### config.mk
export PLATFORM = sky130hd
export DESIGN_NAME = seq_mult_ctrl_flat
export DESIGN_NICKNAME = d
export VERILOG_FILES = /design/src/rtl/seq_mult_pkg.sv /design/src/rtl/seq_mult_ctrl_if.sv /design/src/rtl/seq_mult_ctrl_addn.sv /design/src/rtl/seq_mult_ctrl.sv /design/src/flat_wrapper.sv
export SDC_FILE = /design/constraint.sdc
export NUM_CORES = 1
export LEC_CHECK = 0
export ABC_AREA = 1
export CAP_MARGIN = 0
export CORE_AREA = 2 2 54 56
export CTS_BUF_LIST = sky130_fd_sc_hd__clkbuf_16
export DETAILED_ROUTE_END_ITERATION = 7
export DIE_AREA = 0 0 56 58
export PLACE_DENSITY = 0.75
export SLEW_MARGIN = 40
export SYNTH_ARGS = -nofsm -noshare
export SYNTH_HDL_FRONTEND = slang
export SYNTH_SLANG_ARGS = --single-unit
export TNS_END_PERCENT = 10
### constraint.sdc
create_clock -name clk -period 3.03 [get_ports clk]
set_input_delay 0.4545 -clock clk [delete_from_list [all_inputs] [get_ports clk]]
set_output_delay 0.4545 -clock clk [all_outputs]
set_load 0.1 [all_outputs]
### src/rtl/seq_mult_pkg.sv
// seq_mult_pkg -- shared definitions for the sequential shift-add multiplier.
//   N_DEFAULT : default operand width (product is 2*N_DEFAULT bits)
//   state_t   : controller state encoding
package seq_mult_pkg;

    localparam int N_DEFAULT = 4;

    typedef enum logic [1:0] {
        IDLE = 2'b00,
        CALC = 2'b01,
        DONE = 2'b10
    } state_t;

endpackage

### src/rtl/seq_mult_ctrl_if.sv
// seq_mult_ctrl_if -- request/result bundle of the sequential multiplier.
//   start        : begin a multiply (sampled only while ready)
//   multiplicand : operand A, N bits
//   multiplier   : operand B, N bits
//   ready        : controller idle, can accept
//   busy         : operation in progress (CALC or DONE)
//   done         : one-cycle pulse, product valid
//   product      : 2N-bit result, held between operations
// master = requester, slave = multiplier controller.
interface seq_mult_ctrl_if #(
    parameter int N = seq_mult_pkg::N_DEFAULT
);
    logic             start;
    logic [N-1:0]     multiplicand;
    logic [N-1:0]     multiplier;
    logic             ready;
    logic             busy;
    logic             done;
    logic [2*N-1:0]   product;

    modport master (
        output start, multiplicand, multiplier,
        input  ready, busy, done, product
    );

    modport slave (
        input  start, multiplicand, multiplier,
        output ready, busy, done, product
    );
endinterface

### src/rtl/seq_mult_ctrl_addn.sv
// addn -- N-bit ripple-carry adder.
//   a, b : N-bit addends
//   cin  : carry in
//   sum  : N-bit sum
//   cout : carry out
module addn #(
    parameter int N = 4
) (
    input  logic [N-1:0] a,
    input  logic [N-1:0] b,
    input  logic         cin,
    output logic [N-1:0] sum,
    output logic         cout
);
    logic [N:0] c;

    always_comb begin
        c    = '0;
        sum  = '0;
        c[0] = cin;
        for (int unsigned i = 0; i < N; i++) begin
            sum[i]   = a[i] ^ b[i] ^ c[i];
            c[i+1]   = (a[i] & b[i]) | (c[i] & (a[i] ^ b[i]));
        end
    end

    assign cout = c[N];
endmodule

### src/rtl/seq_mult_ctrl.sv
// seq_mult_ctrl -- unsigned shift-add multiplier controller, one partial
// product per cycle, N cycles per multiply plus one DONE cycle.
//   clk   : clock, rising edge
//   rst_n : asynchronous active-low reset
//   bus   : seq_mult_ctrl_if slave (start/operands in, ready/busy/done/product out)
module seq_mult_ctrl
    import seq_mult_pkg::*;
#(
    parameter int N = N_DEFAULT
) (
    input  logic           clk,
    input  logic           rst_n,
    seq_mult_ctrl_if.slave bus
);
    localparam int CW = $clog2(N + 1);

    state_t          state, state_nx;
    logic [N-1:0]    a_r, q_r, p_r;
    logic [CW-1:0]   cnt;
    logic [N-1:0]    addend, sum;
    logic            cout;
    logic            last;

    assign addend = q_r[0] ? a_r : '0;
    assign last   = (cnt == CW'(N - 1));

    addn #(.N(N)) u_addn (
        .a    (p_r),
        .b    (addend),
        .cin  (1'b0),
        .sum  (sum),
        .cout (cout)
    );

    always_ff @(posedge clk or negedge rst_n) begin
        if (!rst_n) state <= IDLE;
        else        state <= state_nx;
    end

    always_comb begin
        state_nx  = state;
        bus.ready = 1'b0;
        bus.busy  = 1'b0;
        case (state)
            IDLE: begin
                bus.ready = 1'b1;
                if (bus.start) state_nx = CALC;
            end
            CALC: begin
                bus.busy = 1'b1;
                if (last) state_nx = DONE;
            end
            DONE: begin
                bus.busy = 1'b1;
                state_nx = IDLE;
            end
            default: state_nx = IDLE;
        endcase
    end

    // The adder carry is shifted into P in the same cycle it is produced, so
    // {C,P,Q} >> 1 reduces to P <= {cout,sum[N-1:1]}, Q <= {sum[0],Q[N-1:1]}
    // and C never needs its own flop. The final product is taken from these
    // shifted values directly so it lands on the DONE-entry edge.
    always_ff @(posedge clk or negedge rst_n) begin
        if (!rst_n) begin
            a_r         <= '0;
            q_r         <= '0;
            p_r         <= '0;
            cnt         <= '0;
            bus.done    <= 1'b0;
            bus.product <= '0;
        end else begin
            bus.done <= 1'b0;
            case (state)
                IDLE: begin
                    if (bus.start) begin
                        a_r <= bus.multiplicand;
                        q_r <= bus.multiplier;
                        p_r <= '0;
                        cnt <= '0;
                    end
                end
                CALC: begin
                    p_r <= {cout, sum[N-1:1]};
                    q_r <= {sum[0], q_r[N-1:1]};
                    cnt <= cnt + CW'(1);
                    if (last) begin
                        bus.product <= {cout, sum, q_r[N-1:1]};
                        bus.done    <= 1'b1;
                    end
                end
                default: ;
            endcase
        end
    end
endmodule

### src/flat_wrapper.sv
// flat-port wrapper written by rule: the top's interface ports become plain ports
module seq_mult_ctrl_flat import seq_mult_pkg::*;
#(
    parameter int N = N_DEFAULT
)
  (clk, rst_n, bus_start, bus_multiplicand, bus_multiplier, bus_ready, bus_busy, bus_done, bus_product);
  seq_mult_ctrl_if #(.N(N)) bus_i ();
  input  logic clk;
  input  logic rst_n;
  input wire logic [$bits(bus_i.start)-1:0] bus_start;
  input wire logic [$bits(bus_i.multiplicand)-1:0] bus_multiplicand;
  input wire logic [$bits(bus_i.multiplier)-1:0] bus_multiplier;
  output wire logic [$bits(bus_i.ready)-1:0] bus_ready;
  output wire logic [$bits(bus_i.busy)-1:0] bus_busy;
  output wire logic [$bits(bus_i.done)-1:0] bus_done;
  output wire logic [$bits(bus_i.product)-1:0] bus_product;
  assign bus_i.start = bus_start;
  assign bus_i.multiplicand = bus_multiplicand;
  assign bus_i.multiplier = bus_multiplier;
  assign bus_ready = bus_i.ready;
  assign bus_busy = bus_i.busy;
  assign bus_done = bus_i.done;
  assign bus_product = bus_i.product;
  seq_mult_ctrl #(.N(N)) u_core (.clk(clk), .rst_n(rst_n), .bus(bus_i));
endmodule
* Word level (Yosys, flattened, before mapping)
Cells that the tools add are included.
** Cells by class
- Bitwise logic cells :: 17
- Reductions and logical operators :: 7
- Muxes and demuxes :: 14
- $add $sub $neg :: 1
- Eq/ne operators :: 5
** Operator list (number)
- $pmux 4 s2 :: 2
- $mux 4 :: 3
- $reduce_and 2->1 :: 4
- $and 1x1->1 :: 7
- $xor 1x1->1 :: 7
- $pmux 3 s2 :: 1
- $mux 1 :: 4
- $mux 2 :: 2
- $pmux 2 s2 :: 1
- $add 3x1->3 const B :: 1
- $eq 3x2->1 const B :: 1
- $mux 3 :: 1
- $or 1x1->1 :: 3
- $eq 2x1->1 const B :: 1
- $eq 2x2->1 const B :: 1
- $logic_not 2->1 :: 1
- $ne 2x1->1 const B :: 1
- $ne 2x2->1 const B :: 1
- $reduce_bool 2->1 :: 1
- $reduce_or 2->1 :: 1
** Storage, ports and cells
- Bits of input ports :: 11
- Word-level logic and storage cells :: 51
- Register bits :: 26
- Output and inout port bits :: 11

* Depth between registers and ports, before layout
Gate-level depths: netlist (run 1).
- Word-level depth :: 9
- Mapped depth :: 10
- Depth with buffers taken out :: 10

* Cells and area by module
From an unflattened synthesis (run 1), not the netlist that was laid out.
** Second synthesis, totals
- Cells, all modules :: 161
- Area total of the unflattened synthesis :: 1295.0 um2
** Modules (own cells, without submodules)
- seq_mult_ctrl :: area an instance 1177.4 um2, cells an instance 147, sequential area each 650.6 um2, times used 1
- addn :: area an instance 117.6 um2, cells an instance 14, sequential area each 0.0 um2, times used 1

* Least setup slack after synthesis (run 1)
Ideal clock, no wire load.
- Kind :: flip-flop to flip-flop
- From :: reg u_core.q_r[0]
- To :: reg u_core.p_r[2]
- Path slack :: 0.876 ns
- Data arrival time :: 2.038 ns
- Data required time :: 2.913 ns
- Buffers on the path :: 0
- Cell stages (with the launch flop) :: 11
- Clock period less this slack :: 2.154 ns
- Library setup time :: 0.117 ns
- Cell sequence :: dfrtp_1 > nand2_1 > inv_1 > ha_1 > inv_1 > fa_1 > fa_1 > fa_1 > nor2_1 > nand2_1 > nand2_1
** Between the ends
- Cells in the longest elaborated chain, start to end :: 8
- Elaborated cells on any way between the ends :: 13
- Classes of those cells :: mux (2); bitwise (11)
** Ends and longest elaborated chain
- start: declaration :: RTL line seq_mult_ctrl.sv:18 : logic [N-1:0] a_r, q_r, p_r;
- start signal: assignment :: RTL line seq_mult_ctrl.sv:79 : q_r <= bus.multiplier;
- start signal: assignment :: RTL line seq_mult_ctrl.sv:86 : q_r <= {sum[0], q_r[N-1:1]};
- $mux 4 (*) :: RTL line seq_mult_ctrl.sv:24 : assign addend = q_r[0] ? a_r : '0;
- $and 1x1->1 / $xor 1x1->1 (equally long branches) :: RTL line seq_mult_ctrl_addn.sv:23 : c[i+1] = (a[i] & b[i]) | (c[i] & (a[i] ^ b[i]));
- $and 1x1->1 :: RTL line seq_mult_ctrl_addn.sv:23
- $or 1x1->1 :: RTL line seq_mult_ctrl_addn.sv:23
- $and 1x1->1 :: RTL line seq_mult_ctrl_addn.sv:23
- $or 1x1->1 :: RTL line seq_mult_ctrl_addn.sv:23
- $xor 1x1->1 (*) :: RTL line seq_mult_ctrl_addn.sv:22 : sum[i] = a[i] ^ b[i] ^ c[i];
- $pmux 4 s2 (*) :: RTL line seq_mult_ctrl.sv:75 : case (state)
- end signal: assignment :: RTL line seq_mult_ctrl.sv:85 : p_r <= {cout, sum[N-1:1]};
- end: declaration :: RTL line seq_mult_ctrl.sv:18
Mark *: on every way between the ends. The rest lies on a longest branch, timed or not.
A chain may end at the register's enable or synchronous reset.

* Worst setup path after layout (run 1)
Ends and elaborated chain as after synthesis.

==> results of run 1 <==
==> cell usage in the layout, fill, tap and decap left out, drive strengths merged <==
cell           netlist  layout
fa                   3       3
nor2                 6       6
clkbuf               0       3
dfrtp               26      26
o21ai                4       4
bufinv               0       1
nand2               78      78
clkdlybuf4s50        0      10
ha                   5       5
inv                 14      14
buf                  4      12
nand3               12      12
==> layout make-up <==
class	instances	area, sq um
clock buffers	3	75.1
clock inverters	1	30.0
fillers	230	1070
inverters	14	52.6
multi-input cells	108	553
flip-flops and latches	26	651
well taps	31	38.8
repair buffers	22	190
==> kinds of logic (layout without fill, tap and decap cells) <==
kind of cell,Yosys count,after routing,share of synthesized area
AND/OR/NAND/NOR,96,96,0.304
flip-flops,26,26,0.500
buffers and inverters,18,40,0.0750
adder cells (fa/ha/maj),8,8,0.0942
AO/OA/AOI/OAI,4,4,0.0269
==> power groups by stage <==
stage / sequential [uW] / clock, uW / combinational [uW]
5_1_grt: 575 / 399 / 1060
3_3_place_gp: 558 / 0 / 960
4_1_cts: 559 / 389 / 985
6_report: 558 / 386 / 981
2_1_floorplan: 839 / 0 / 527
3_5_place_dp: 564 / 0 / 975
==> cell usage after synthesis <==
cell | number | share of area
nand2_1 | 74 | 0.21
dfrtp_1 | 26 | 0.50
inv_1 | 12 | 0.035
nand3_1 | 12 | 0.046
nor2_1 | 6 | 0.017
ha_1 | 5 | 0.048
buf_6 | 4 | 0.035
o21ai_2 | 4 | 0.027
fa_1 | 3 | 0.046
inv_2 | 2 | 0.0058
nand2_2 | 2 | 0.0096
nand2_4 | 2 | 0.017
==> per-stage QoR <==
step	util	instance area, sq um	power [uW]	setup slack, ns
floorplan	-	1300	1370	0.876
global placement	0.558	1490	1520	0.825
detailed placement	0.558	1490	1540	0.744
CTS	0.597	1590	1930	0.735
global route	0.597	1590	2040	0.576
finish	0.597	1590	1930	0.737
==> flip-flops by register name, summed over array words and instances, names as in the netlist <==
signal and cells:
u_core.p_r 4, u_core.a_r 4, u_core.bus.product 8, u_core.bus.done 1
u_core.cnt 3, u_core.q_r 4, u_core.state 2
==> tightest hold or removal path, stage by stage, from the launching register on <==
cell,delay (ns)
dfrtp_1,0.34
nand2_1,0.05
nand2_1,0.05
==> per-layer routing <==
metal / routed length (microns) / share of wire / vias up
met5: 0 / 0 / -
met4: 57 / 0.023 / 0
met3: 117 / 0.048 / 7
met2: 1110 / 0.46 / 31
met1: 1150 / 0.47 / 482
li1: - / - / 508
==> worst paths after layout <==
check,to,slack [ns],depth (start not counted)
setup / recovery,u_core.p_r[2],0.74,10
hold / removal,u_core.state[1],0.48,2
setup reg to reg,u_core.p_r[2],0.74,10
hold reg to reg,u_core.state[1],0.48,2
max in group asynchronous,u_core.cnt[1],2.23,2
min in group asynchronous,u_core.p_r[1],0.56,2
==> flow_metrics.env, run 1 <==
export IMPL_final_cells=205
export IMPL_crit_path_top_delay_cell="fa_1"
export IMPL_startpoint="u_core.q_r[0]"
export IMPL_numCtsBuffers=3
export IMPL_hold_ws_ns=0.477
export IMPL_cts_tree="built"
export IMPL_grt_usage=0.174
export IMPL_synth_avg_cell_area_sq_um=8.56
export IMPL_setup_viol=0
export IMPL_wire_per_inst_microns=11.9
export IMPL_critPathTopFamily="adder cells"
export IMPL_dp_final_hpwl_microns=1700
export IMPL_dr_pass1_iters=4
export IMPL_wl_microns=2430
export IMPL_cp_data_required_time_ns=3.19
export IMPL_p_sw_uw=949
export IMPL_crit_path_max_incr_delay_ns=0.54
export IMPL_drc=0
export IMPL_gp_congestion=0.806
export IMPL_rows=19
export IMPL_period_needed_ns=2.29
export IMPL_fp_dieArea_sq_um=3250
export IMPL_p_comb_frac=0.510
export IMPL_grt_ovfl_total=0
export IMPL_total_leakage_power_uw=0.000867
export IMPL_yosys_register_bits=26
export IMPL_cp_start_kind="flip-flop"
export IMPL_synth_area_sq_um=1300
export IMPL_die_h_microns=58
export IMPL_ios=22
export IMPL_n_antenna_cell=0
export IMPL_slew_violations=0
export IMPL_arrival_ns=2.45
export IMPL_hold_path_class="flip-flop to flip-flop"
export IMPL_p_clk_frac=0.200
export IMPL_power_density_nw_per_um2=1210
export IMPL_worst_slew_pin_transition_ns=0.467
export IMPL_synthesis_nets=171
export IMPL_htree_num_levels=1
export IMPL_grt_busiest_layer="met2"
export IMPL_met2_usage=0.284
export IMPL_ctsResizeCount=0
export IMPL_dr_total_vias=1028
export IMPL_grt_util_met3=0.0268
export IMPL_ys_types=12
export IMPL_hold_viol=0
export IMPL_initial_core_util=0.489
export IMPL_coreArea_sq_um=2660
export IMPL_placedCellCount=201
export IMPL_relSlewSlack=0.689
export IMPL_fin_tns_setup_ns=0
export IMPL_clk_latency_ns=0.26
export IMPL_grt_pass1_vias=1063
export IMPL_grt_pass1_wl_microns=4440
export IMPL_worstHoldStart="u_core.state[1]"
export IMPL_ir_worst_vdd_uv=905
export IMPL_drive_above_1_share=0.149
export IMPL_swShare=0.493
export IMPL_nets=194
export IMPL_worstReg2RegStart="u_core.q_r[0]"
export IMPL_holdBufCountCts=0
export IMPL_antenna_found_initial=0
export IMPL_crit_chain="nand2_1, inv_1, ha_1, inv_1, fa_1, fa_1, fa_1, nor2_1, nand2_1, nand2_1"
export IMPL_crit_type="flip-flop to flip-flop"
export IMPL_outcome="finished clean"
export IMPL_fin_worst_skew_ns=0.00421
export IMPL_rsz0062_at_grt="no"
export IMPL_dieWidth_microns=56
export IMPL_ys_warn_count=0
export IMPL_post_cts_buffers=0
export IMPL_grt_max_degree=27
export IMPL_timing_fmax_mhz=436
export IMPL_clockBufferDepth=2
export IMPL_grtUsageMet1=0.226
export IMPL_p_int_uw=976
export IMPL_syn_inst=152
export IMPL_synth_seq_area_share=0.500
export IMPL_portBuffers=21
export IMPL_clock_sinks=26
export IMPL_area_delta_synth_final_pct=22.2
export IMPL_cp_max_fo=5
export IMPL_critPathCaptureType="flip-flop"
export IMPL_vias_per_cell=5.01
export IMPL_path_buf_inv=2
export IMPL_ant_nets=0
export IMPL_finalCritPeriodShare=0.757
export IMPL_maxCapViolCount=0
export IMPL_p_seq_frac=0.290
export IMPL_clk_pin_slew_ns=0.07
export IMPL_cts_root_buf="clkbuf_16"
export IMPL_drt_iter0_markers=49
(Power assumes the default switching activity.)
==> run 2: changes to the inputs <==
--- a/config.mk
+++ b/config.mk
@@ -7,11 +7,11 @@
 export LEC_CHECK = 0
 export ABC_AREA = 1
 export CAP_MARGIN = 0
-export CORE_AREA = 2 2 54 56
+export CORE_AREA = 2 2 57 59
 export CTS_BUF_LIST = sky130_fd_sc_hd__clkbuf_16
 export DETAILED_ROUTE_END_ITERATION = 7
-export DIE_AREA = 0 0 56 58
-export PLACE_DENSITY = 0.75
+export DIE_AREA = 0 0 59 61
+export PLACE_DENSITY = 0.71
 export SLEW_MARGIN = 40
 export SYNTH_ARGS = -nofsm -noshare
 export SYNTH_HDL_FRONTEND = slang
==> constraint.sdc (replaced) <==
create_clock -name clk -period 1.95 [get_ports clk]
set_input_delay 0.2925 -clock clk [delete_from_list [all_inputs] [get_ports clk]]
set_output_delay 0.2925 -clock clk [all_outputs]
set_load 0.1 [all_outputs]
==> flow_metrics.env, run 2 (synthesis gave the netlist of run 1 again) <==
export IMPL_clk_pin_slew_ns=0.07
export IMPL_initial_core_util=0.441
export IMPL_cts_root_buf="clkbuf_16"
export IMPL_antenna_found_initial=0
export IMPL_area_delta_synth_final_pct=25.3
export IMPL_slew_violations=0
export IMPL_grt_max_degree=27
export IMPL_grtUsageMet1=0.197
export IMPL_cts_tree="built"
export IMPL_final_cells=208
export IMPL_rrSetupSlack_ns=-0.17
export IMPL_grt_pass1_wl_microns=4260
export IMPL_n_antenna_cell=0
export IMPL_portBuffers=21
export IMPL_post_cts_buffers=0
export IMPL_ant_nets=0
export IMPL_crit_path_frequent_cell="nand2_1"
export IMPL_fin_util=0.552
export IMPL_vias_per_cell=4.86
export IMPL_dp_final_hpwl_microns=1710
export IMPL_crit_path_max_incr_delay_ns=0.53
export IMPL_met2_usage=0.273
export IMPL_ir_worst_vdd_uv=882
export IMPL_cp_max_fo=2
export IMPL_ios=22
export IMPL_rsz0062_at_grt="yes"
export IMPL_worstReg2RegStart="u_core.q_r[0]"
export IMPL_fin_ws_ns=-0.175
export IMPL_gp_congestion=0.773
export IMPL_coreArea_sq_um=2950
export IMPL_ctsResizeCount=0
export IMPL_crit_path_top_delay_cell="fa_1"
export IMPL_total_leakage_power_uw=0.000883
export IMPL_drt_iter0_markers=53
export IMPL_hold_path_class="primary input to asynchronous set/reset pin"
export IMPL_layout_commonest_cell="nand2_1"
export IMPL_crit_chain="nand2_1, inv_1, ha_1, inv_1, fa_2, fa_2, fa_1, nor2_1, nand2_1, nand2_1"
export IMPL_fin_worst_skew_ns=0.00619
export IMPL_placedCellCount=204
export IMPL_regMostFlops="u_core.bus.product"
export IMPL_drive_above_1_share=0.166
export IMPL_power_density_nw_per_um2=1880
export IMPL_worst_slew_pin_transition_ns=0.483
export IMPL_cp_data_required_time_ns=2.10
export IMPL_nets=195
export IMPL_critPathCaptureType="flip-flop"
export IMPL_largest_reg_flops=8
export IMPL_violations="setup timing"
export IMPL_grt_ovfl_total=0
export IMPL_cp_start_kind="flip-flop"
export IMPL_die_h_microns=61
export IMPL_grt_usage=0.159
export IMPL_outcome="finished, violations left"
export IMPL_hold_ws_ns=0.410
export IMPL_crit_type="flip-flop to flip-flop"
export IMPL_hold_viol=0
export IMPL_fp_dieArea_sq_um=3600
export IMPL_dr_pass1_iters=4
export IMPL_drc=0
export IMPL_grt_util_met3=0.0171
export IMPL_arrival_ns=2.28
export IMPL_period_needed_ns=2.12
export IMPL_final_cell_mix="74 x nand2_1, 26 x dfrtp_1, 12 x inv_1, 12 x nand3_1, 11 x buf_4"
export IMPL_htree_num_levels=1
export IMPL_clock_sinks=26
export IMPL_numCtsBuffers=3
export IMPL_timing_fmax_mhz=471
export IMPL_holdBufCountCts=0
export IMPL_grt_busiest_layer="met2"
export IMPL_relSlewSlack=0.678
export IMPL_wl_microns=2430
export IMPL_clk_latency_ns=0.26
export IMPL_clockBufferDepth=2
export IMPL_maxCapViolCount=0
export IMPL_dieWidth_microns=59
export IMPL_rows=20
export IMPL_setup_viol=4
export IMPL_finalCritPeriodShare=1.09
export IMPL_grt_pass1_vias=981
export IMPL_rr_worst_depth=10
export IMPL_wire_per_inst_microns=11.7
export IMPL_r2r_end="u_core.p_r[2]"
export IMPL_dr_total_vias=1010
## run 2: changes by cell type in the layout (fill, tap and decap cells not counted), sizes merged
cell  before  now
buf       12   13
## run 2: per-stage QoR
stage               total power (uW)  cell area (sq um)  TNS, ns  setup WS [ns]
floorplan                       2130               1310   -0.396         -0.183
global placement                2460               1530   -0.325         -0.162
detailed placement              2490               1530   -0.534         -0.222
CTS                             3100               1630   -0.405         -0.183
global route                    3260               1630   -0.801         -0.310
finish                          3070               1630   -0.369         -0.175
## run 2: worst max path at each step
stage                        from  slack, ns  depth (start not counted)       endpoint
floorplan           u_core.q_r[0]      -0.18                         10  u_core.p_r[2]
global placement    u_core.a_r[0]      -0.16                         10  u_core.p_r[2]
detailed placement  u_core.q_r[0]      -0.22                         10  u_core.p_r[2]
CTS                 u_core.q_r[0]      -0.18                         10  u_core.p_r[2]
global route        u_core.q_r[0]      -0.31                         10  u_core.p_r[2]
finish              u_core.q_r[0]      -0.17                         10  u_core.p_r[2]
## run 2: critical path, delay by kind of cell (launching register included)
family	cells	cell delay, ns
buf+inv	2	0.10
simple gates	4	0.22
fa+ha+maj	4	1.34
flops	1	0.35
## run 2: area by class of cell
class	count	area [sq um]
Sequential cell	26	651
Fill cell	276	1320
Inverter	14	52.6
Tap cell	33	41.3
Clock inverter	1	30.0
Multi-Input combinational cell	108	558
Clock buffer	3	75.1
Timing Repair Buffer	23	223
## run 2: per-layer routing
| layer | vias up | wire, microns | share of wire |
|---|---|---|---|
| li1 | 509 | - | - |
| met1 | 469 | 1110 | 0.46 |
| met2 | 26 | 1190 | 0.49 |
| met3 | 6 | 82 | 0.034 |
| met4 | 0 | 53 | 0.022 |
| met5 | - | 0 | 0 |
## run 2: report_power, final
part           internal, uW  switching, uW  leakage [uW]
Combinational           450           1170      0.000488
Sequential              741            120      0.000344
Clock                   408            177     0.0000511
